[src/rtl/gen_active_vertex_single.sv]
// Frontier scanner: walks the local active bitmap and emits one global vertex id per set bit.
// Optional GEN_ACTIVE_V_CLEAR_EN adds a zero-write port that clears each word as it is read.

`ifndef V_ID_WIDTH
`define V_ID_WIDTH 32
`endif
`ifndef ITERATION_WIDTH
`define ITERATION_WIDTH 8
`endif
`ifndef CORE_NUM
`define CORE_NUM 4
`endif
`ifndef CORE_NUM_WIDTH
`define CORE_NUM_WIDTH 2
`endif

module gen_active_vertex_single #(
    parameter int unsigned V_ID_WIDTH      = `V_ID_WIDTH,
    parameter int unsigned ITERATION_WIDTH = `ITERATION_WIDTH,
    parameter int unsigned CORE_NUM        = `CORE_NUM,
    parameter int unsigned CORE_NUM_WIDTH  = `CORE_NUM_WIDTH,
    parameter int unsigned CORE_ID         = 0,
    parameter int unsigned BITMAP_WIDTH    = 32,
    parameter int unsigned BITMAP_AWIDTH   = 10
) (
    input  logic                       clk,
    input  logic                       rst,
    input  logic                       start,
    input  logic [ITERATION_WIDTH-1:0] start_iteration_id,
    input  logic                       next_stage_full,
    output logic [BITMAP_AWIDTH-1:0]   rd_bitmap_addr,
    output logic                       rd_bitmap_en,
    input  logic [BITMAP_WIDTH-1:0]    bitmap_word,
`ifdef GEN_ACTIVE_V_CLEAR_EN
    output logic [BITMAP_AWIDTH-1:0]   wr_bitmap_addr,
    output logic                       wr_bitmap_en,
`endif
    output logic [V_ID_WIDTH-1:0]      active_v_id,
    output logic                       active_v_valid,
    output logic                       iteration_end,
    output logic                       iteration_end_valid,
    output logic [ITERATION_WIDTH-1:0] iteration_id
);

    localparam int unsigned BitIdxW = (BITMAP_WIDTH > 1) ? $clog2(BITMAP_WIDTH) : 1;

    typedef enum logic [2:0] {StIdle, StFetch, StWait, StScan, StEnd} state_e;

    state_e                     state_q, state_d;
    logic [BITMAP_AWIDTH-1:0]   word_addr_q, word_addr_d;
    logic [BITMAP_WIDTH-1:0]    scan_q, scan_d;
    logic [ITERATION_WIDTH-1:0] iter_id_q, iter_id_d;
    logic [V_ID_WIDTH-1:0]      v_id_q, v_id_d;
    logic                       v_valid_q, v_valid_d;
    logic [BitIdxW-1:0]         low_bit;
    logic [V_ID_WIDTH-1:0]      local_idx;
    logic                       last_word;

    always_ff @(posedge clk or posedge rst) begin
        if (rst) begin
            state_q     <= StIdle;
            word_addr_q <= '0;
            scan_q      <= '0;
            iter_id_q   <= '0;
            v_id_q      <= '0;
            v_valid_q   <= 1'b0;
        end else begin
            state_q     <= state_d;
            word_addr_q <= word_addr_d;
            scan_q      <= scan_d;
            iter_id_q   <= iter_id_d;
            v_id_q      <= v_id_d;
            v_valid_q   <= v_valid_d;
        end
    end

    assign last_word = (word_addr_q == {BITMAP_AWIDTH{1'b1}});

    always_comb begin
        state_d = state_q;
        unique case (state_q)
            StIdle:  if (start) state_d = StFetch;
            StFetch: state_d = StWait;
            StWait:  state_d = StScan;
            StScan:  if (scan_q == '0) state_d = last_word ? StEnd : StFetch;
            StEnd:   if (start) state_d = StFetch;
            default: state_d = StIdle;
        endcase
    end

    // Lowest set bit wins so ids leave in ascending order.
    always_comb begin
        low_bit = '0;
        for (int i = BITMAP_WIDTH - 1; i >= 0; i--) begin
            if (scan_q[i]) low_bit = BitIdxW'(i);
        end
        local_idx = V_ID_WIDTH'(word_addr_q) * V_ID_WIDTH'(BITMAP_WIDTH) + V_ID_WIDTH'(low_bit);
    end

    always_comb begin
        word_addr_d = word_addr_q;
        scan_d      = scan_q;
        iter_id_d   = iter_id_q;
        v_id_d      = v_id_q;
        v_valid_d   = 1'b0;
        unique case (state_q)
            StIdle, StEnd: begin
                if (start) begin
                    iter_id_d   = start_iteration_id;
                    word_addr_d = '0;
                end
            end
            StWait: scan_d = bitmap_word;
            StScan: begin
                if (scan_q == '0) begin
                    if (!last_word) word_addr_d = word_addr_q + BITMAP_AWIDTH'(1);
                end else if (!next_stage_full) begin
                    v_id_d    = (local_idx << CORE_NUM_WIDTH) | V_ID_WIDTH'(CORE_ID % CORE_NUM);
                    v_valid_d = 1'b1;
                    scan_d    = scan_q & (scan_q - BITMAP_WIDTH'(1));
                end
            end
            default: ;
        endcase
    end

    always_comb begin
        rd_bitmap_en        = (state_q == StFetch);
        rd_bitmap_addr      = rd_bitmap_en ? word_addr_q : '0;
        iteration_end       = (state_q == StEnd);
        iteration_end_valid = (state_q == StEnd);
        active_v_id         = v_id_q;
        active_v_valid      = v_valid_q;
        iteration_id        = iter_id_q;
    end

`ifdef GEN_ACTIVE_V_CLEAR_EN
    // The word was already fetched, so zeroing it in WAIT is safe.
    assign wr_bitmap_en   = (state_q == StWait);
    assign wr_bitmap_addr = wr_bitmap_en ? word_addr_q : '0;
`else
    // Read-only bitmap: no write port.
`endif

endmodule

[config.mk]
export PLATFORM = sky130hd
export DESIGN_NAME = gen_active_vertex_single
export DESIGN_NICKNAME = d
export VERILOG_FILES = /design/src/rtl/gen_active_vertex_single.sv
export SDC_FILE = /design/constraint.sdc
export NUM_CORES = 1
export LEC_CHECK = 0
export ABC_AREA = 1
export CORE_UTILIZATION = 49
export CTS_CLUSTER_DIAMETER = 40
export CTS_CLUSTER_SIZE = 16
export DETAILED_ROUTE_END_ITERATION = 6
export PLACE_DENSITY_LB_ADDON = 0.08
export SLEW_MARGIN = 10
export SYNTH_ARGS = -nofsm -noshare
export SYNTH_HDL_FRONTEND = slang
export SYNTH_SLANG_ARGS = --single-unit
[constraint.sdc]
create_clock -name clk -period 3.2 [get_ports clk]
set_input_delay 0.64 -clock clk [delete_from_list [all_inputs] [get_ports clk]]
set_output_delay 0.64 -clock clk [all_outputs]
set_load 0.02 [all_outputs]
# Word-level counts from Yosys, hierarchy flattened
# Index checks and enable logic that the tools add are counted.
# totals
word_cells	79
reg_bits	84
output_inout_bits	54
# classes
mux	47
n_reduce_logical	10
addsub	3
bitwise_logic	3
eq_ne	10
# op_table
op	n
$mux W5	32
$mux W32	2
$pmux W32 S2	1
$mux W10	4
$and A32 B32 Y32	1
$logic_not A32 Y1	1
$sub A32 B1 Y32 const B	1
$pmux W10 S2	1
$add A15 B5 Y16	1
$pmux W3 S4	1
$add A10 B1 Y10 const B	1
$eq A10 B10 Y1 const B	1
$mux W3	3
$ne A2 B2 Y1 const B	4
$eq A3 B2 Y1 const B	2
$reduce_and A3 Y1	2
$reduce_and A2 Y1	2
$reduce_and A4 Y1	1
$reduce_bool A2 Y1	2
$eq A3 B1 Y1 const B	1
$eq A3 B3 Y1 const B	1
$logic_not A3 Y1	1
$mux W1	3
$ne A2 B1 Y1 const B	1
2 further kinds	3

# Depth between registers and ports, before layout
# logic_depth
depth_word	33
depth_mapped	33

# Least setup slack after synthesis
# Ideal clock, no wire load.
# synth_path
kind	reg-to-reg
from	reg scan_q[0]
to	reg word_addr_q[6]
synth_period_minus_slack_ns	2.234
arrival_time_ns	2.116
path_stages_with_launch	24
n_path_buf	1
required_time_ns	3.082
slack_ns	0.966
setup_time_ns	0.118
path_cell_list	dfrtp_1 -> nor2_1 -> inv_1 -> nor2_2 -> inv_2 -> nor2_2 -> inv_2 -> nor2_4 -> inv_2 -> nor2_4 -> inv_2 -> nor2_4 -> inv_2 -> nor2_2 -> nor2_1 -> inv_2 -> o21ai_4 -> nor2_8 -> inv_4 -> nor2_4 -> inv_1 -> buf_2 -> o21ai_1 -> nor2_1
# synth_between
elab_chain_len	3
# synth_rtl
element	line	source
from (decl)	51	logic [BITMAP_WIDTH-1:0] scan_q, scan_d;
from (signal assigned)	70	scan_q <= scan_d;
$logic_not A32 Y1	115	if (scan_q == '0) begin
$ne A2 B2 Y1 (no source line)	--	
$reduce_and A4 Y1 (no source line)	--	
to (signal assigned)	69	word_addr_q <= word_addr_d;
to (decl)	50	logic [BITMAP_AWIDTH-1:0] word_addr_q, word_addr_d;
# Every way passes these cells.
# A chain may end at the register's enable or synchronous reset.

# Worst setup path after layout
# layout_path
from	reg state_q[2]
to	out rd_bitmap_addr[2]
# layout_between
elab_chain_len	2
# layout_rtl
element	line	source
from (decl)	49	state_e state_q, state_d;
from (signal assigned)	61	state_q <= StIdle;
from (signal assigned)	68	state_q <= state_d;
$eq A3 B1 Y1	128	rd_bitmap_en = (state_q == StFetch);
$mux W10	129	rd_bitmap_addr = rd_bitmap_en ? word_addr_q : '0;
to (decl)	31	output logic [BITMAP_AWIDTH-1:0] rd_bitmap_addr,
# Every way passes these cells.

==> run summary <==
The count of buffering cells on the critical path with inverters included came out at 2. The die covers 8010 um2. The number of sinks driven by the clock tree came out at 69. Yosys attributes the largest share of cell area to dfrtp_1, nand2_1, o21ai_0. The slowest stage cell on the critical path is clkdlybuf4s50_1.

The logs give 31 for the count of standard-cell rows and 616 for the number of nets in the final layout. The die width was 89.5 um. In this run the post-CTS setup repair buffer count came out at 0.

Gates resized during post-CTS repair numbered 0. Synthesis handed over a netlist of 492 instances. The hold violation total from the final report came out at 0.

The share of the clock period used by the worst path after layout was 0.859; the count of cell types in the netlist was 29. The run finished with clean final reports. The total of flip-flops plus latches after synthesis was 69; the post-route minimum period was 2.75 ns.

The effective utilization at floorplan is 0.512. The startpoint identified for the worst register-to-register timing path is scan_q[0]$_DFFE_PP0P_. Least setup slack across all paths after layout: 0.451 ns. The tool flagged a number of max-cap violations equal to 0. The logs give 0 for the number of warning messages in the yosys log and 4530 uW for the overall power of the completed layout. Wires add up to 8.38 mm.

The tools report the pre-CTS worst setup slack as 0.499 ns. The tools report the wire length of the first global-routing pass as 13.8 mm. For the count of antenna-violating nets left after detailed routing, the log shows 0. Peak supply drop: 0.491 mV. Using the TritonRoute via totals, the vias-per-cell ratio works out to 5.02. In this run the static leakage power is 0.00215 uW. 0 antenna diodes ended up in the layout. Dominant cell type by area after synthesis: dfrtp_1.

Maximum net fanout on the critical path: 11. The run gives 229 as the violation count after the first detailed-route iteration. The type of the tightest min-delay check is flip-flop to flip-flop. In this run the tool buffered the top-level ports with 80 buffer cells. The tree is rooted in a clkbuf_8. The critical setup path kind is flip-flop to output pin. TritonCTS built the clock tree.

STA classifies the critical path endpoint as an output pin. The headroom to the max-slew limit is 0.556. Counting along the longest clock path gives a buffer depth of 2. The top-area cell type share of the netlist area is 0.460, and the initial antenna violation count is 0. The worst hold path was traced through 2 stages.

Setup repair after global routing left no endpoint under its margin. Overall die height: 89.5 um. The congestion estimate from routability-driven global placement came to 0.907. The estimated wirelength of the detail-placed design is 6.19 mm, and the layout cell share with drive strength beyond 1 is 0.0816.

For the worst setup path, the data required time is 2.56 ns. Broken down by cell family, the worst path's largest delay share belongs to buffers and inverters. The logs give 0.460 for the sequential cell area fraction in the yosys report and 0 ns for the accumulated negative setup slack.

For this run, the detailed router's first-pass iteration total came to 5. For the worst setup path, the data arrival time is 2.11 ns. Length in cells of the worst reg-to-reg path: 22. During I/O placement, the number of pins put on the boundary was 98.

The H-tree was split into 3 levels. The delay of the slowest critical-path stage was 0.63 ns. The run gives 0 as the total of hold buffers inserted after clock tree synthesis. The floorplan step defined a core boundary enclosing 7330 um2. Dividing total power by cell area gives a power density of 941 nW/um2. For flop-to-flop paths, the worst setup slack is 0.49 ns. Total congestion overflow: 0.

Clock-pin slew was measured on the worst setup and hold paths at 0.07 ns. After detailed routing, the number of remaining DRC violations is 0. The routed wirelength normalized by instance count works out to 12.4 um. From synthesis to final layout, the design area changed by 28.2%. For the CTS buffer count, the log shows 9. The mapped netlist covers 3750 um2. At the pin with the least slew margin, the transition time is 0.658 ns.

The tools report the clock latency at the later pin of the worst-skew pair as 0.34 ns. The average instance in the mapped netlist occupies 7.63 um2. The count of pins over their slew limit is 0. The path with the worst hold slack has its endpoint at iteration_id[5]$_DFFE_PP0P_.

Setup violations remaining at the end of the flow were counted as 0. The run gives 0.228 as the total global routing track utilization. Critical hold path startpoint: iteration_id[5]$_DFFE_PP0P_. The pin count of the biggest net entering global routing is 70.

STA classifies the critical path startpoint as a flip-flop. The run gives 3,036 as the number of global-route vias before repair. The tools report the count of vias placed by the detailed router as 3,390.

The signal on the critical path passes through nor3_1 -> inv_1 -> nor2_1 -> clkdlybuf4s50_1. The endpoint identified for the worst register-to-register timing path is word_addr_q[3]$_DFFE_PP0P_. Clock skew on the completed layout was measured at 0.0124 ns. Timing would allow up to 0.364 GHz.
-- final cells by class --
type	instances	area (um2)
clock buffer	11	151
clock inverter	5	58.8
fill	649	2520
inverter	73	277
multi-input combinational	332	1620
sequential	69	1730
tap	99	124
timing repair buffer	86	858
-- worst register-to-register path: cells and delay by family (launching register included) --
family          cells  cell delay [ns]
flops               1             0.40
compound gates      3             0.28
buf+inv             9             0.79
simple gates       10             1.14
-- Yosys cell counts, drive strengths merged --
cell    count
nand2     105
inv        73
dfrtp      69
nor2       56
o21ai      55
nand3      37
a21oi      24
buf        21
nor3       15
clkbuf     13
a32o       10
nor4        4
a211oi      3
a31oi       1
conb        1
ha          1
nand3b      1
nor3b       1
o211ai      1
o31ai       1
-- state kept, by name, indices dropped and copies added, names as in the netlist --
name,count
state_q,3
word_addr_q,10
active_v_id,15
active_v_valid,1
iteration_id,8
scan_q,32
-- layer usage --
layer / part of all wire / global-route usage
met5: 0 / 0
met4: 0.018 / 0.0981
met3: 0.050 / 0.0342
met2: 0.44 / 0.341
met1: 0.49 / 0.331
-- where the power goes --
part	internal, uW	switching [uW]	leakage (uW)
registers	1230	238	0.000864
logic	836	1490	0.00118
clock network	402	332	0.000102
total	2470	2060	0.00215
-- cell usage in the layout, fill, tap and decap left out, types with 5 or more instances in the layout --
cell             Yosys  layout
conb_1               1      17
nor2_4               5       5
dfrtp_1             69      69
nand2_1            105     105
clkbuf_8             0      11
o21ai_0             50      50
buf_4               18       5
a21oi_1             24      24
inv_2                8       9
clkdlybuf4s50_1      0      80
inv_1               64      63
nor3_1              12      11
nand3_1             37      37
nor2_1              46      46
a32o_1              10      10
-- cell families (layout without fill, tap and decap cells) --
| group | after synthesis | after routing | synth area share |
|---|---|---|---|
| flops | 69 | 69 | 0.460 |
| compound gates | 95 | 95 | 0.147 |
| other cells | 1 | 17 | 0.000999 |
| buf+inv | 107 | 175 | 0.127 |
| fa+ha+maj | 1 | 1 | 0.00333 |
| simple gates | 219 | 219 | 0.262 |
-- through the flow --
stage	cells	hold slack [ns]	utilization	area [um2]
after detailed placement	659	0.459	0.628	4600
after floorplan	508	0.488	-	3810
after global placement	659	0.457	0.628	4600
final	675	0.476	0.656	4810
after CTS	675	0.477	0.656	4810
after global routing	675	0.495	0.656	4810
-- worst max-delay path by stage --
| stage | startpoint | cells after the start | endpoint |
|---|---|---|---|
| after global routing | scan_q[0]$_DFFE_PP0P_ | 22 | word_addr_q[6]$_DFFE_PP0P_ |
| final | state_q[2]$_DFFE_PP0P_ | 4 | rd_bitmap_addr[2] |
| after floorplan | rst | 1 | active_v_id[10]$_DFFE_PP0P_ |
| after detailed placement | scan_q[0]$_DFFE_PP0P_ | 22 | word_addr_q[3]$_DFFE_PP0P_ |
| after global placement | scan_q[0]$_DFFE_PP0P_ | 22 | word_addr_q[3]$_DFFE_PP0P_ |
| after CTS | state_q[2]$_DFFE_PP0P_ | 4 | rd_bitmap_addr[2] |
Power figures use the tool's default switching activity.
